### src/rtl/bvule_bvor_skolem_serial_pkg.sv
// Shared definitions for the bit-serial Skolem witness generators.
// Holds the FSM state type, variant opcodes and the witness mask builder.
package bvskolem_pkg;

  typedef enum logic [1:0] {
    IDLE = 2'd0,
    SCAN = 2'd1,
    DONE = 2'd2
  } state_t;

  // Reserved selectors for sibling constraint variants sharing this scanner.
  localparam logic [1:0] OP_BVULE_BVOR  = 2'd0;
  localparam logic [1:0] OP_BVUGE_BVOR  = 2'd1;
  localparam logic [1:0] OP_BVULE_BVAND = 2'd2;

  localparam int MAX_W = 64;

  // Keeps t above position p, clears bit p and fills every bit below p with ones.
  function automatic logic [MAX_W-1:0] build_witness(input logic [MAX_W-1:0] t, input int p);
    logic [MAX_W-1:0] r;
    r = '0;
    for (int k = 0; k < MAX_W; k++) begin
      if (k > p)       r[k] = t[k];
      else if (k == p) r[k] = 1'b0;
      else             r[k] = 1'b1;
    end
    return r;
  endfunction

endpackage

### src/rtl/bvule_bvor_skolem_serial_bit_scan.sv
// MSB-first scanner: walks s/t one bit per cycle, tracking the first violation
// and the lowest t=1/s=0 position seen before it.
module bvskolem_bit_scan #(
  parameter int W     = 8,
  parameter int IDX_W = $clog2(W) + 1
) (
  input  logic             clk,
  input  logic             rst,
  input  logic             i_start,
  input  logic             i_en,
  input  logic [W-1:0]     i_s,
  input  logic [W-1:0]     i_t,
  output logic [IDX_W-1:0] o_p,
  output logic             o_viol,
  output logic             o_candVld,
  output logic             o_last
);

  logic [IDX_W-1:0] r_i;
  logic [IDX_W-1:0] r_p;
  logic             r_viol;
  logic             r_candVld;
  logic [W-1:0]     w_sel;
  logic             w_sBit;
  logic             w_tBit;

  assign w_sel  = W'(1) << r_i;
  assign w_sBit = |(i_s & w_sel);
  assign w_tBit = |(i_t & w_sel);

  // After a violation the candidate is frozen; later bits cannot change the witness.
  always_ff @(posedge clk) begin
    if (rst) begin
      r_i       <= '0;
      r_p       <= '0;
      r_viol    <= 1'b0;
      r_candVld <= 1'b0;
    end else if (i_start) begin
      r_i       <= IDX_W'(W - 1);
      r_p       <= '0;
      r_viol    <= 1'b0;
      r_candVld <= 1'b0;
    end else if (i_en) begin
      if (!r_viol) begin
        if (w_tBit && !w_sBit) begin
          r_candVld <= 1'b1;
          r_p       <= r_i;
        end else if (w_sBit && !w_tBit) begin
          r_viol <= 1'b1;
        end
      end
      if (r_i != '0) r_i <= r_i - IDX_W'(1);
    end
  end

  assign o_p       = r_p;
  assign o_viol    = r_viol;
  assign o_candVld = r_candVld;
  assign o_last    = (r_i == '0);

endmodule

### src/rtl/bvule_bvor_skolem_serial.sv
// Bit-serial generator of the maximal x with (x | s) <=u t, plus invertibility flag.
// Valid/ready on both sides; one operand pair in flight at a time.
module bvule_bvor_skolem_serial
  import bvskolem_pkg::*;
#(
  parameter int W = 8
) (
  input  logic         clk,
  input  logic         rst,
  input  logic         in_valid,
  output logic         in_ready,
  input  logic [W-1:0] in_s,
  input  logic [W-1:0] in_t,
  output logic         out_valid,
  input  logic         out_ready,
  output logic [W-1:0] out_x,
  output logic         out_ic
);

  localparam int IDX_W = $clog2(W) + 1;

  state_t           r_state;
  state_t           w_nextState;
  logic [W-1:0]     r_s;
  logic [W-1:0]     r_t;
  logic [W-1:0]     r_x;
  logic             r_ic;
  logic             r_outValid;
  logic             w_accept;
  logic             w_scanEn;
  logic             w_last;
  logic             w_viol;
  logic             w_candVld;
  logic [IDX_W-1:0] w_p;
  logic [W-1:0]     w_xWit;
  logic [W-1:0]     w_xNext;
  logic             w_icNext;

  bvskolem_bit_scan #(.W(W), .IDX_W(IDX_W)) u_scan (
    .clk      (clk),
    .rst      (rst),
    .i_start  (w_accept),
    .i_en     (w_scanEn),
    .i_s      (r_s),
    .i_t      (r_t),
    .o_p      (w_p),
    .o_viol   (w_viol),
    .o_candVld(w_candVld),
    .o_last   (w_last)
  );

  always_ff @(posedge clk) begin
    if (rst) r_state <= IDLE;
    else     r_state <= w_nextState;
  end

  always_comb begin
    w_nextState = r_state;
    in_ready    = 1'b0;
    w_scanEn    = 1'b0;
    case (r_state)
      IDLE: begin
        in_ready = 1'b1;
        if (in_valid) w_nextState = SCAN;
      end
      SCAN: begin
        w_scanEn = 1'b1;
        if (w_last) w_nextState = DONE;
      end
      DONE: begin
        if (r_outValid && out_ready) w_nextState = IDLE;
      end
      default: w_nextState = IDLE;
    endcase
  end

  assign w_accept = in_valid && (r_state == IDLE);
  assign w_xWit   = W'(build_witness(MAX_W'(r_t), int'(w_p)));

  always_comb begin
    w_xNext  = '0;
    w_icNext = 1'b0;
    if (!w_viol) begin
      w_xNext  = r_t;
      w_icNext = 1'b1;
    end else if (w_candVld) begin
      w_xNext  = w_xWit;
      w_icNext = 1'b1;
    end
  end

  // The first DONE cycle captures the scanner verdict; later DONE cycles just hold it.
  always_ff @(posedge clk) begin
    if (rst) begin
      r_s        <= '0;
      r_t        <= '0;
      r_x        <= '0;
      r_ic       <= 1'b0;
      r_outValid <= 1'b0;
    end else begin
      if (w_accept) begin
        r_s <= in_s;
        r_t <= in_t;
      end
      if (r_state == DONE && !r_outValid) begin
        r_x        <= w_xNext;
        r_ic       <= w_icNext;
        r_outValid <= 1'b1;
      end else if (r_state == DONE && out_ready) begin
        r_outValid <= 1'b0;
      end
    end
  end

  assign out_valid = r_outValid;
  assign out_x     = r_x;
  assign out_ic    = r_ic;

endmodule

### config.mk
export PLATFORM = sky130hd
export DESIGN_NAME = bvule_bvor_skolem_serial
export DESIGN_NICKNAME = d
export VERILOG_FILES = /design/src/rtl/bvule_bvor_skolem_serial_pkg.sv /design/src/rtl/bvule_bvor_skolem_serial_bit_scan.sv /design/src/rtl/bvule_bvor_skolem_serial.sv
export SDC_FILE = /design/constraint.sdc
export NUM_CORES = 1
export LEC_CHECK = 0
export CORE_MARGIN = 5
export CORE_UTILIZATION = 34
export CTS_CLUSTER_DIAMETER = 100
export CTS_CLUSTER_SIZE = 8
export DETAILED_ROUTE_END_ITERATION = 10
export GPL_ROUTABILITY_DRIVEN = 0
export PLACE_DENSITY_LB_ADDON = 0.12
export SYNTH_ARGS = -nofsm -noshare
export SYNTH_HDL_FRONTEND = slang
export SYNTH_SLANG_ARGS = --single-unit
### constraint.sdc
create_clock -name clk -period 1.8 [get_ports clk]
set_input_delay 0.36 -clock clk [delete_from_list [all_inputs] [get_ports clk]]
set_output_delay 0.36 -clock clk [all_outputs]
set_load 0.01 [all_outputs]
## Word level (Yosys, flattened, before mapping)

Cells that the tools add are included.

- Register bits: 38
- RAM bits: 0
- Latch bits: 0
- Memories: 0
- Word-level logic and storage cells: 91
- Bits of input ports: 20
- Output and inout bits: 11
- ROM bits: 0

- $mul: 0
- Div/mod/pow operators: 0
- Shifts and indexed selects: 1
- Eq/ne operators: 12
- Add/sub/neg operators: 1
- $lt $le $gt $ge: 7
- Bitwise operators: 3
- Reduce and logical (&&, ||, !) cells: 23
- Multiplexer cells: 33

Operators with widths:

| kind | count |
|---|---|
| $mux W1 | 24 |
| $and A8 B8 Y8 | 2 |
| $eq A4 B4 Y1 const A | 4 |
| $gt A3 B4 Y1 const A | 4 |
| $mux W8 | 2 |
| $reduce_or A8 Y1 | 2 |
| $mux W3 | 3 |
| $eq A3 B4 Y1 const A | 2 |
| $gt A2 B4 Y1 const A | 2 |
| $logic_not A4 Y1 | 2 |
| $shl A1 B4 Y8 const A | 1 |
| $logic_and A1 B1 Y1 | 6 |
| $mux W2 | 3 |
| $pmux W2 S3 | 1 |
| $reduce_and A3 Y1 | 2 |
| $reduce_bool A2 Y1 | 3 |
| $eq A2 B4 Y1 const A | 1 |
| $gt A1 B4 Y1 const A | 1 |
| $ne A2 B2 Y1 const B | 2 |
| $reduce_and A2 Y1 | 2 |
| $reduce_bool A4 Y1 | 1 |
| $sub A4 B1 Y4 const B | 1 |
| $logic_not A1 Y1 | 3 |
| $eq A2 B1 Y1 const B | 1 |
| 5 further kinds | 5 |

## Depth between registers and ports, before layout

Gate-level depths: netlist (run 1).

- Word-level depth: 8
- Depth in mapped cells: 7
- Gate-level depth less buffers: 7

## Hierarchy

A second synthesis (run 1) with hierarchy kept.

- Cells, all modules: 211
- Area, all modules: 1845.5 um^2

By module, submodules not included:

| module | sequential area each (um^2) | times used | area each (um^2) | cells each |
|---|---|---|---|---|
| bvule_bvor_skolem_serial | 560.5 | 1 | 1270.0 | 147 |
| bvskolem_bit_scan | 200.2 | 1 | 575.6 | 64 |

## Worst setup path after synthesis (run 1)

OpenSTA, ideal clock, no wires.

- Path kind: reg-to-reg
- From: reg u_scan.r_i[0]
- To: reg u_scan.r_p[3] (netlist: u_scan.o_p[3])
- Data required time: 1.685 ns
- Path buffers: 0
- Arrival time: 1.577 ns
- Period minus slack after synthesis: 1.692 ns
- Cell stages (with the launch flop): 8
- Setup time: 0.115 ns
- Setup slack: 0.108 ns
- Path through: dfxtp_1 -> inv_1 -> ha_1 -> a22o_1 -> nor3_1 -> a311o_1 -> nand3_4 -> and3_1

- Cells in the longest elaborated chain, start to end: 6
- Elaborated cells between the ends (all ways): 8
- Classes of those cells: shift (1); bitwise (2); reduce/logical (5)

RTL lines:

| what | RTL line | RTL |
|---|---|---|
| start: declaration | bvule_bvor_skolem_serial_bit_scan.sv:19 | `logic [IDX_W-1:0] r_i;` |
| start signal: assignment | bvule_bvor_skolem_serial_bit_scan.sv:39 | `r_i <= IDX_W'(W - 1);` |
| start signal: assignment | bvule_bvor_skolem_serial_bit_scan.sv:52 | `if (r_i != '0) r_i <= r_i - IDX_W'(1);` |
| $shl A1 B4 Y8 * | bvule_bvor_skolem_serial_bit_scan.sv:27 | `assign w_sel = W'(1) << r_i;` |
| $and A8 B8 Y8 | bvule_bvor_skolem_serial_bit_scan.sv:28 | `assign w_sBit = \|(i_s & w_sel);` |
| $reduce_or A8 Y1 | bvule_bvor_skolem_serial_bit_scan.sv:28 |  |
| $logic_not A1 Y1 | bvule_bvor_skolem_serial_bit_scan.sv:45 | `if (w_tBit && !w_sBit) begin` |
| $logic_and A1 B1 Y1 * | bvule_bvor_skolem_serial_bit_scan.sv:45 |  |
| $reduce_and A3 Y1 (no source line) * | - |  |
| end signal: assignment | bvule_bvor_skolem_serial_bit_scan.sv:47 | `r_p <= r_i;` |
| end: declaration | bvule_bvor_skolem_serial_bit_scan.sv:20 | `logic [IDX_W-1:0] r_p;` |

Mark *: on every way between the ends. The rest lies on a longest branch, timed or not.
A chain may end at the register's enable or synchronous reset.

## Worst setup path in the final report (run 1)

- From: reg r_state[0]
- To: out in_ready

- Cells in the longest elaborated chain, start to end: 2

RTL lines:

| what | RTL line | RTL |
|---|---|---|
| start: declaration | bvule_bvor_skolem_serial.sv:22 | `state_t r_state;` |
| start signal: assignment | bvule_bvor_skolem_serial.sv:54 | `else r_state <= w_nextState;` |
| $logic_not A2 Y1 | bvule_bvor_skolem_serial.sv:61 | `case (r_state)` |
| $mux W1 | bvule_bvor_skolem_serial.sv:61 |  |
| end: declaration | bvule_bvor_skolem_serial.sv:11 | `output logic in_ready,` |

Every way passes these cells.

==> run summary, run 1 <==
status -> completed
Yosys warning count -> 0
Syn Nets -> 236
DIE WIDTH -> 81.39 um
CTS Sinks -> 38
max-cap violation count -> 0
clock latency on the worst-skew pair -> 0.29 ns
GRT Util Overall -> 13.72%
WL final -> 4105 um
clock buffer depth -> 2
Mapped Area -> 1733 um^2
# H-tree levels -> 2
smallest hold slack -> 0.4515 ns
Area contributors post-synth -> dfxtp_1, nand2_1, a21oi_1, ha_1, nor2_1
Antenna Cells -> 0
crit path DAT -> 1.35 ns
reg2reg start -> u_scan.r_i[0]$_SDFFE_PP0P_
vias -> 1531
Post-Layout Cell Count -> 314
Post-Layout Inst Area -> 2240 um^2
min Tclk post-route -> 1.708 ns
Placement Cell Area -> 2132 um^2
# IOs -> 31
Post-synth ARST share -> 0%
Max-slew headroom -> 73.34%
Final period util -> 94.87%
worst ir drop on vdd -> 0.4909 mV
Synth Area per Inst -> 8.213 um^2
vias in the first global route -> 1397
HP Class -> flop to flop
largest net degree at the start of global routing -> 21
placed wire-length estimate -> 3104 um
Slew @ Worst Pin -> 0.3972 ns
Crit Path Category -> flop to output port
Core Area -> 5042 um^2
endpoint type of the worst setup path -> output port
multi-input logic area -> 903.4 um^2
GRT overflow -> 0
Yosys top cell area share -> 43.90%
pre-CTS setup slack -> 0.03048 ns
die area -> 6624 um^2
# fillers -> 529
reg2reg setup slack -> 0.10 ns
Port-buffer cells -> 30
sequential fraction of the synthesis area -> 43.90%
Hold Path Sink -> out_x[2]$_SDFFE_PP0P_
clock-pin slew on the worst setup and hold paths -> 0.07 ns
Slew Viols, Final -> 0
Yosys top cell by area -> dfxtp_1
Hold Buf Count CTS -> 0
Rows -> 26
WP data required -> 1.44 ns
Syn Inst Count -> 211
Setup crit start kind -> flop
hold path startpoint -> out_x[2]$_SDFFE_PP0P_
clk_skew -> 0.005619 ns
Reg area -> 768.2 um^2
final hold violations -> 0
worst hold path depth -> 2
most common cell after layout, fill and taps aside -> nand2_1
WL/cell -> 13.07 um
initial antenna violation count -> 0
final setup violation count -> 0
drt drc -> 0
Initial Utilization -> 34.37%
CP max FO -> 4
root buffer cell -> clkbuf_8
DRT Pass-1 Iters -> 4
reg2reg end -> u_scan.o_p[0]$_SDFFE_PP0P_
post-route setup slack -> 0.09229 ns
first-pass GRT wire length -> 6886 um
Max Clk Rate -> 585.6 MHz
Yosys reg bits -> 38
initial drt markers -> 68
pwr/cell area -> 908.8 nW/um^2
Die Span Y -> 81.39 um
post-route antenna net violation count -> 0
Total Power -> 2.035 mW
Synth Flop Type -> dfxtp_1
Leak -> 0.8054 nW
synth-to-layout area growth -> 29.24%
post-synthesis cell type count -> 44
most frequent cells in the layout -> nand2_1, dfxtp_1, a21oi_1
CTS tree -> built
CTS buffer count -> 5
worst-case reg-to-reg path depth -> 8
placed cell count -> 308
nets@finish -> 270
detailed-route vias per instance -> 4.876
layout cell share with drive strength beyond 1 -> 12.30%
Post-synth EDFFs -> 0
## where the power goes
part | internal, mW | leakage (nW) | total (mW) | switching, mW
Combinational | 0.235 | 0.451 | 0.478 | 0.242
Clock | 0.295 | 0.0431 | 0.576 | 0.280
Sequential | 0.911 | 0.311 | 0.982 | 0.0709
## synthesized netlist by cell type, types with 2 or more instances
cell type,number
buf_2,3
a221oi_1,2
ha_1,5
mux2i_1,3
o21ai_1,3
dfxtp_1,38
a22o_1,2
xor2_1,2
inv_1,5
nor3_1,6
o21ai_0,4
nor4b_1,2
a21oi_2,2
nor2_1,14
a22oi_1,4
a211oi_1,4
nand2_1,46
nand2b_1,2
a21oi_1,31
o21a_1,2
clkbuf_1,8
## flip-flops by register name, indices dropped and copies added, names as in the netlist
| signal | count |
|---|---|
| u_scan.o_candVld | 1 |
| out_ic | 1 |
| r_t | 8 |
| out_x | 8 |
| r_s | 8 |
| r_state | 2 |
| u_scan.o_p | 4 |
| out_valid | 1 |
| u_scan.r_i | 4 |
| u_scan.o_viol | 1 |
## per-layer routing
metal	track usage [%]	vias to the layer above	share of wire [%]	wire length, um
li1	-	796	-	-
met1	17.20	702	48	1951
met2	22.07	25	46	1895
met3	3.437	8	4.4	181
met4	6.081	0	1.9	77
met5	0	-	0	0
## critical path, stage by stage (launching register included)
cell and delay [ns]:
dfxtp_1 0.34, nor2_2 0.16, clkdlybuf4s50_1 0.56
## worst max-delay path by stage
| stage | startpoint | endpoint | slack [ns] | cells after the start |
|---|---|---|---|---|
| after detailed placement | u_scan.r_i[1]$_SDFFE_PP0P_ | u_scan.o_p[3]$_SDFFE_PP0P_ | 0.03 | 7 |
| after CTS | u_scan.r_i[0]$_SDFFE_PP0P_ | u_scan.o_p[0]$_SDFFE_PP0P_ | 0.0004 | 8 |
| after floorplan | u_scan.r_i[0]$_SDFFE_PP0P_ | u_scan.o_p[3]$_SDFFE_PP0P_ | 0.11 | 7 |
| final | r_state[0]$_SDFFE_PP0P_ | in_ready | 0.09 | 2 |
| after global placement | u_scan.r_i[1]$_SDFFE_PP0P_ | u_scan.o_p[3]$_SDFFE_PP0P_ | 0.07 | 7 |
| after global routing | u_scan.r_i[0]$_SDFFE_PP0P_ | u_scan.o_p[2]$_SDFFE_PP0P_ | -0.003 | 8 |
## logic make-up after synthesis
logic type / share of synthesized area, %
muxes: 3.249
and+or+nand+nor: 21.45
buffers and inverters: 4.982
DFF: 43.90
xor gates and xnor gates: 1.517
adders and majority gates: 3.610
AOI/OAI and AO/OA: 21.30
## metrics by stage
| stage | util, % | setup TNS (ns) |
|---|---|---|
| finish | 44.42 | 0 |
| global route | 44.42 | -0.002571 |
| CTS | 43.92 | 0 |
| detailed placement | 42.28 | 0 |
| global placement | 42.28 | 0 |
| floorplan | - | 0 |
## area by class of cell
type	instances	area share, %
clock buffer	6	3.687
inverter	6	1.006
multi-input combinational	154	40.34
sequential	38	34.30
tap	70	3.911
timing repair buffer	40	16.76
## what timing repair did
| item | in CTS | in global routing |
|---|---|---|
| endpoints found under the setup margin | 0 | 8 |
| resized for setup | 0 | 8 |
| endpoints found under the hold margin | 0 | 0 |
| setup buffers | 0 | 0 |
Note: power is estimated with default switching activity, not from simulation.
==> run 2, diff against run 1 <==
- SYNTH_HIERARCHICAL: default -> 1
==> run summary, run 2 <==
synth cell count leaders -> nand2_1, dfxtp_1, a21oi_1
CTS tree -> built
# H-tree levels -> 2
most common cell after layout, fill and taps aside -> nand2_1
post-synthesis compound-gate area fraction -> 24.61%
Slew Viols, Final -> 0
CP max-delay cell -> dfxtp_4
synth-to-layout area growth -> 33.02%
Max Clk Rate -> 576.9 MHz
WL/cell -> 13.55 um
clock latency on the worst-skew pair -> 0.30 ns
vias in the first global route -> 1604
drt drc -> 0
Port-buffer cells -> 30
NetSw -> 659.3 uW
Synth Area per Inst -> 8.747 um^2
xor/xnor cell area share of the yosys netlist -> 0.9492%
sw frac -> 30.44%
DIE WIDTH -> 83.68 um
Comb pwr share -> 25.5%
root buffer cell -> clkbuf_8
Met1 Wirelength -> 2091 um
met2 wire len -> 2039 um
placed wire-length estimate -> 3184 um
Syn Inst Count -> 211
most frequent cells in the layout -> nand2_1, dfxtp_1, clkdlybuf4s50_1
CP max FO -> 6
WL final -> 4405 um
setup TNS -> 0 ns
Yosys top cell by area -> dfxtp_1
post-synthesis adder-cell area fraction -> 3.390%
Post-synth ARST share -> 0%
layout cell share with drive strength beyond 1 -> 21.57%
CTS buffer count -> 5
DR WL met3 -> 195 um
Final period util -> 96.29%
# IOs -> 31
largest net degree at the start of global routing -> 22
GRT Util Overall -> 13.34%
max-cap violation count -> 0
initial drt markers -> 115
Slew @ Worst Pin -> 0.4387 ns
Mapped Area -> 1846 um^2
clk_skew -> 0.008846 ns
Yosys warning count -> 6
die area -> 7002 um^2
vias -> 1618
Hold Buf Count CTS -> 0
endpoint type of the worst setup path -> flop
Yosys reg bits -> 38
worst-path cell chain -> inv_4 > ha_4 > a22oi_2 > nand2_1 > a22o_1 > nor4b_4 > buf_4 > mux2i_1
post-synthesis mux area share -> 2.169%
final setup violation count -> 0
status -> completed
Setup crit start kind -> flop
clock-pin slew on the worst setup and hold paths -> 0.08 ns
WP data required -> 2.03 ns
CTS Sinks -> 38
Core Area -> 5205 um^2
Yosys top cell area share -> 41.22%
Max stage delay on crit path -> 0.40 ns
simple-gate area share of the yosys netlist -> 22.58%
final core occ -> 47.16%
critical path's top delay family -> flip-flops
Die Span Y -> 83.68 um
Max-slew headroom -> 70.65%
worst ir drop on vdd -> 0.4590 mV
final hold violations -> 0
DRT Pass-1 Iters -> 4
Area contributors post-synth -> dfxtp_1, nand2_1, a21oi_1, a21oi_2, a22oi_1
HP Class -> flop to flop
Initial Utilization -> 35.46%
min Tclk post-route -> 1.733 ns
Post-synth EDFFs -> 0
Syn Nets -> 236
most common cell in the netlist -> nand2_1
pwr/cell area -> 882.1 nW/um^2
Clock power frac -> 28.9%
Leak -> 0.8862 nW
CP Buf/Inv Count -> 2
GRT overflow -> 0
Rows -> 26
post-synthesis cell type count -> 46
post-route antenna net violation count -> 0
Crit Path Category -> flop to flop
Antenna Cells -> 0
highest routing layer actually used -> met4
detailed-route vias per instance -> 4.978
initial antenna violation count -> 0
clock buffer depth -> 2
largest family of logic cells by synthesized area -> compound AO/OA/AOI/OAI gates
P_int -> 1.506 mW
unrepaired setup endpoints after global routing -> yes
# fillers -> 524
first-pass GRT wire length -> 7610 um
Reg power frac -> 45.7%
nets@finish -> 279
crit path DAT -> 1.96 ns
Synth Flop Type -> dfxtp_1
sequential fraction of the synthesis area -> 41.22%
run 2: power groups by stage:
stage,sequential [mW],clock (mW),combinational [mW]
floorplan,0.983,0,0.325
global placement,0.999,0,0.516
detailed placement,0.998,0,0.519
CTS,0.981,0.650,0.546
global route,1.00,0.673,0.616
finish,0.989,0.625,0.552
run 2: layout make-up:
type                            count  area (um^2)  share of cell area (%)
Timing Repair Buffer               45        425.4                   17.33
Clock inverter                      2        12.51                  0.5097
Clock buffer                        6        82.58                   3.364
Multi-Input combinational cell    158         1046                   42.61
Tap cell                           70        87.58                   3.568
Inverter                            6        32.53                   1.325
Sequential cell                    38        768.2                   31.29
run 2: cell families (layout without fill, tap and decap cells):
logic type	after synthesis	after routing
simple gates	84	84
compound gates	63	63
flops	38	38
buf+inv	15	59
fa+ha+maj	5	5
mux	4	4
xor+xnor	2	2
run 2: repair_timing:
action	CTS	global route
pin swaps	1	2
setup buffers	1	0
endpoints found under the setup margin	5	5
resized for setup	7	9
run 2: worst paths after layout:
path | startpoint | to | slack, ns | cells past startpoint
worst max-delay path | u_scan/r_i[0]$_SDFFE_PP0P_ | u_scan/o_p[1]$_SDFFE_PP0P_ | 0.07 | 8
worst min-delay path | out_ic$_SDFFE_PP0P_ | out_ic$_SDFFE_PP0P_ | 0.46 | 2
worst max register to register | u_scan/r_i[0]$_SDFFE_PP0P_ | u_scan/o_p[1]$_SDFFE_PP0P_ | 0.07 | 8
worst min register to register | out_ic$_SDFFE_PP0P_ | out_ic$_SDFFE_PP0P_ | 0.46 | 2
run 2: worst reg2reg max path: stages (launching register included):
cell	delay (ns)
dfxtp_4	0.40
inv_4	0.06
ha_4	0.18
a22oi_2	0.15
nand2_1	0.07
a22o_1	0.25
nor4b_4	0.21
buf_4	0.18
mux2i_1	0.18
run 2: stage by stage:
step	area (um^2)	std cells	setup WS [ns]	hold WS, ns	total power [mW]
detailed placement	2288	316	-0.1023	0.4496	1.517
CTS	2425	325	0.0005198	0.4617	2.177
finish	2455	325	0.06669	0.4599	2.166
floorplan	1849	211	0.01323	0.4250	1.308
global route	2455	325	-0.05838	0.4962	2.291
global placement	2288	316	-0.04641	0.4479	1.515
run 2: per-layer routing:
| metal | vias up | track usage [%] |
|---|---|---|
| met5 | - | 0 |
| met4 | 0 | 5.702 |
| met3 | 8 | 2.962 |
| met2 | 27 | 21.55 |
| met1 | 750 | 17.03 |
| li1 | 833 | - |
==> run 3, diff against run 2 <==
- CORE_UTILIZATION: 34 -> 40
==> run summary, run 3 (synthesis results as in run 2) <==
placed cell count -> 298
Post-Layout Inst Area -> 2450 um^2
most frequent cells in the layout -> nand2_1, dfxtp_1, clkdlybuf4s50_1
clk_skew -> 0.003365 ns
Hold Buf Count CTS -> 0
Post-Layout Cell Count -> 309
Max-slew headroom -> 68.06%
final core occ -> 55.50%
Slew Viols, Final -> 0
CTS buffer count -> 5
status -> finished with violations
nets@finish -> 281
CTS tree -> built
endpoint type of the worst setup path -> flop
failing checks -> negative setup slack
die area -> 6072 um^2
DIE WIDTH -> 77.93 um
unrepaired setup endpoints after global routing -> yes
Antenna Cells -> 0
largest net degree at the start of global routing -> 36
vias -> 1634
Rows -> 24
clock buffer depth -> 2
Port-buffer cells -> 30
pre-CTS setup slack -> -0.05913 ns
DRT Pass-1 Iters -> 4
post-route setup slack -> -0.03749 ns
WL/cell -> 14.01 um
Max Clk Rate -> 544.2 MHz
GRT Util Overall -> 15.32%
clock latency on the worst-skew pair -> 0.28 ns
WL final -> 4329 um
crit path DAT -> 2.02 ns
synth-to-layout area growth -> 32.75%
layout cell share with drive strength beyond 1 -> 22.18%
clock-pin slew on the worst setup and hold paths -> 0.07 ns
first-pass GRT wire length -> 7603 um
# IOs -> 31
Initial Utilization -> 41.81%
pwr/cell area -> 877.9 nW/um^2
vias in the first global route -> 1632
drt drc -> 0
Core Area -> 4414 um^2
Setup crit start kind -> flop
CP max FO -> 5
WP data required -> 1.98 ns
post-route antenna net violation count -> 0
initial drt markers -> 89
initial antenna violation count -> 0
Final period util -> 102.1%
final hold violations -> 0
CTS Sinks -> 38
worst ir drop on vdd -> 0.4121 mV
Die Span Y -> 77.93 um
GRT overflow -> 0
setup TNS -> -0.05313 ns
root buffer cell -> clkbuf_8
Leak -> 0.9027 nW
HP Class -> flop to flop
detailed-route vias per instance -> 5.288
most common cell after layout, fill and taps aside -> nand2_1
max-cap violation count -> 0
# H-tree levels -> 2
min Tclk post-route -> 1.837 ns
Crit Path Category -> flop to flop
final setup violation count -> 3
Placement Cell Area -> 2266 um^2
Slew @ Worst Pin -> 0.4773 ns
placed wire-length estimate -> 3146 um
run 3: cell count changes in the layout (fill, tap and decap cells not counted), sizes merged:
cell           previous run  this run
buf                      15        17
clkbuf                    6         7
clkdlybuf4s50            30        29
clkinvlp                  1         0
dlymetal6s2s              0         1
run 3: worst paths after layout:
check,start,endpoint,slack [ns],cells after the start
min reg2reg,out_ic$_SDFFE_PP0P_,out_ic$_SDFFE_PP0P_,0.45,2
min,out_ic$_SDFFE_PP0P_,out_ic$_SDFFE_PP0P_,0.45,2
max reg2reg,u_scan/r_i[0]$_SDFFE_PP0P_,u_scan/o_candVld$_SDFFE_PP0P_,-0.04,10
max,u_scan/r_i[0]$_SDFFE_PP0P_,u_scan/o_candVld$_SDFFE_PP0P_,-0.04,10
run 3: power by group:
group	internal (mW)	switching (mW)	leakage (nW)
sequential	0.911	0.0687	0.311
clock	0.309	0.289	0.0482
combinational	0.297	0.276	0.543
total	1.52	0.634	0.903
run 3: critical path, cell delays in order (launching register included):
cell and delay [ns]:
dfxtp_4 0.39, inv_4 0.06, ha_4 0.16, buf_4 0.14, buf_4 0.13, a22oi_2 0.14, nand2_1 0.08, a22oi_2 0.23
nor4b_4 0.07, buf_4 0.17, o21a_1 0.16
run 3: cell type report:
type	instances	area, um^2
multi-input combinational	158	1051
tap	52	65.06
sequential	38	765.7
clock inverter	1	5.005
timing repair buffer	47	446.7
clock buffer	7	86.33
fill	444	1964
inverter	6	30.03
run 3: metal layers:
layer | GRT usage (%) | vias to the layer above | wire length, um
li1 | - | 828 | -
met1 | 17.86 | 771 | 1957
met2 | 26.46 | 31 | 2149
met3 | 5.208 | 4 | 189
met4 | 4.561 | 0 | 32
met5 | 0 | - | 0
run 3: stage by stage:
step | total power, mW | hold slack, ns
2_1_floorplan | 1.308 | 0.4250
3_3_place_gp | 1.507 | 0.4462
3_5_place_dp | 1.512 | 0.4466
4_1_cts | 2.131 | 0.4567
5_1_grt | 2.292 | 0.4824
6_report | 2.151 | 0.4526
run 3: what timing repair did:
action                     CTS  global route
pin swaps                    1             6
gates cloned                 0             0
resized for setup            6            11
buffers inserted             0             4
setup endpoints to repair    4             6
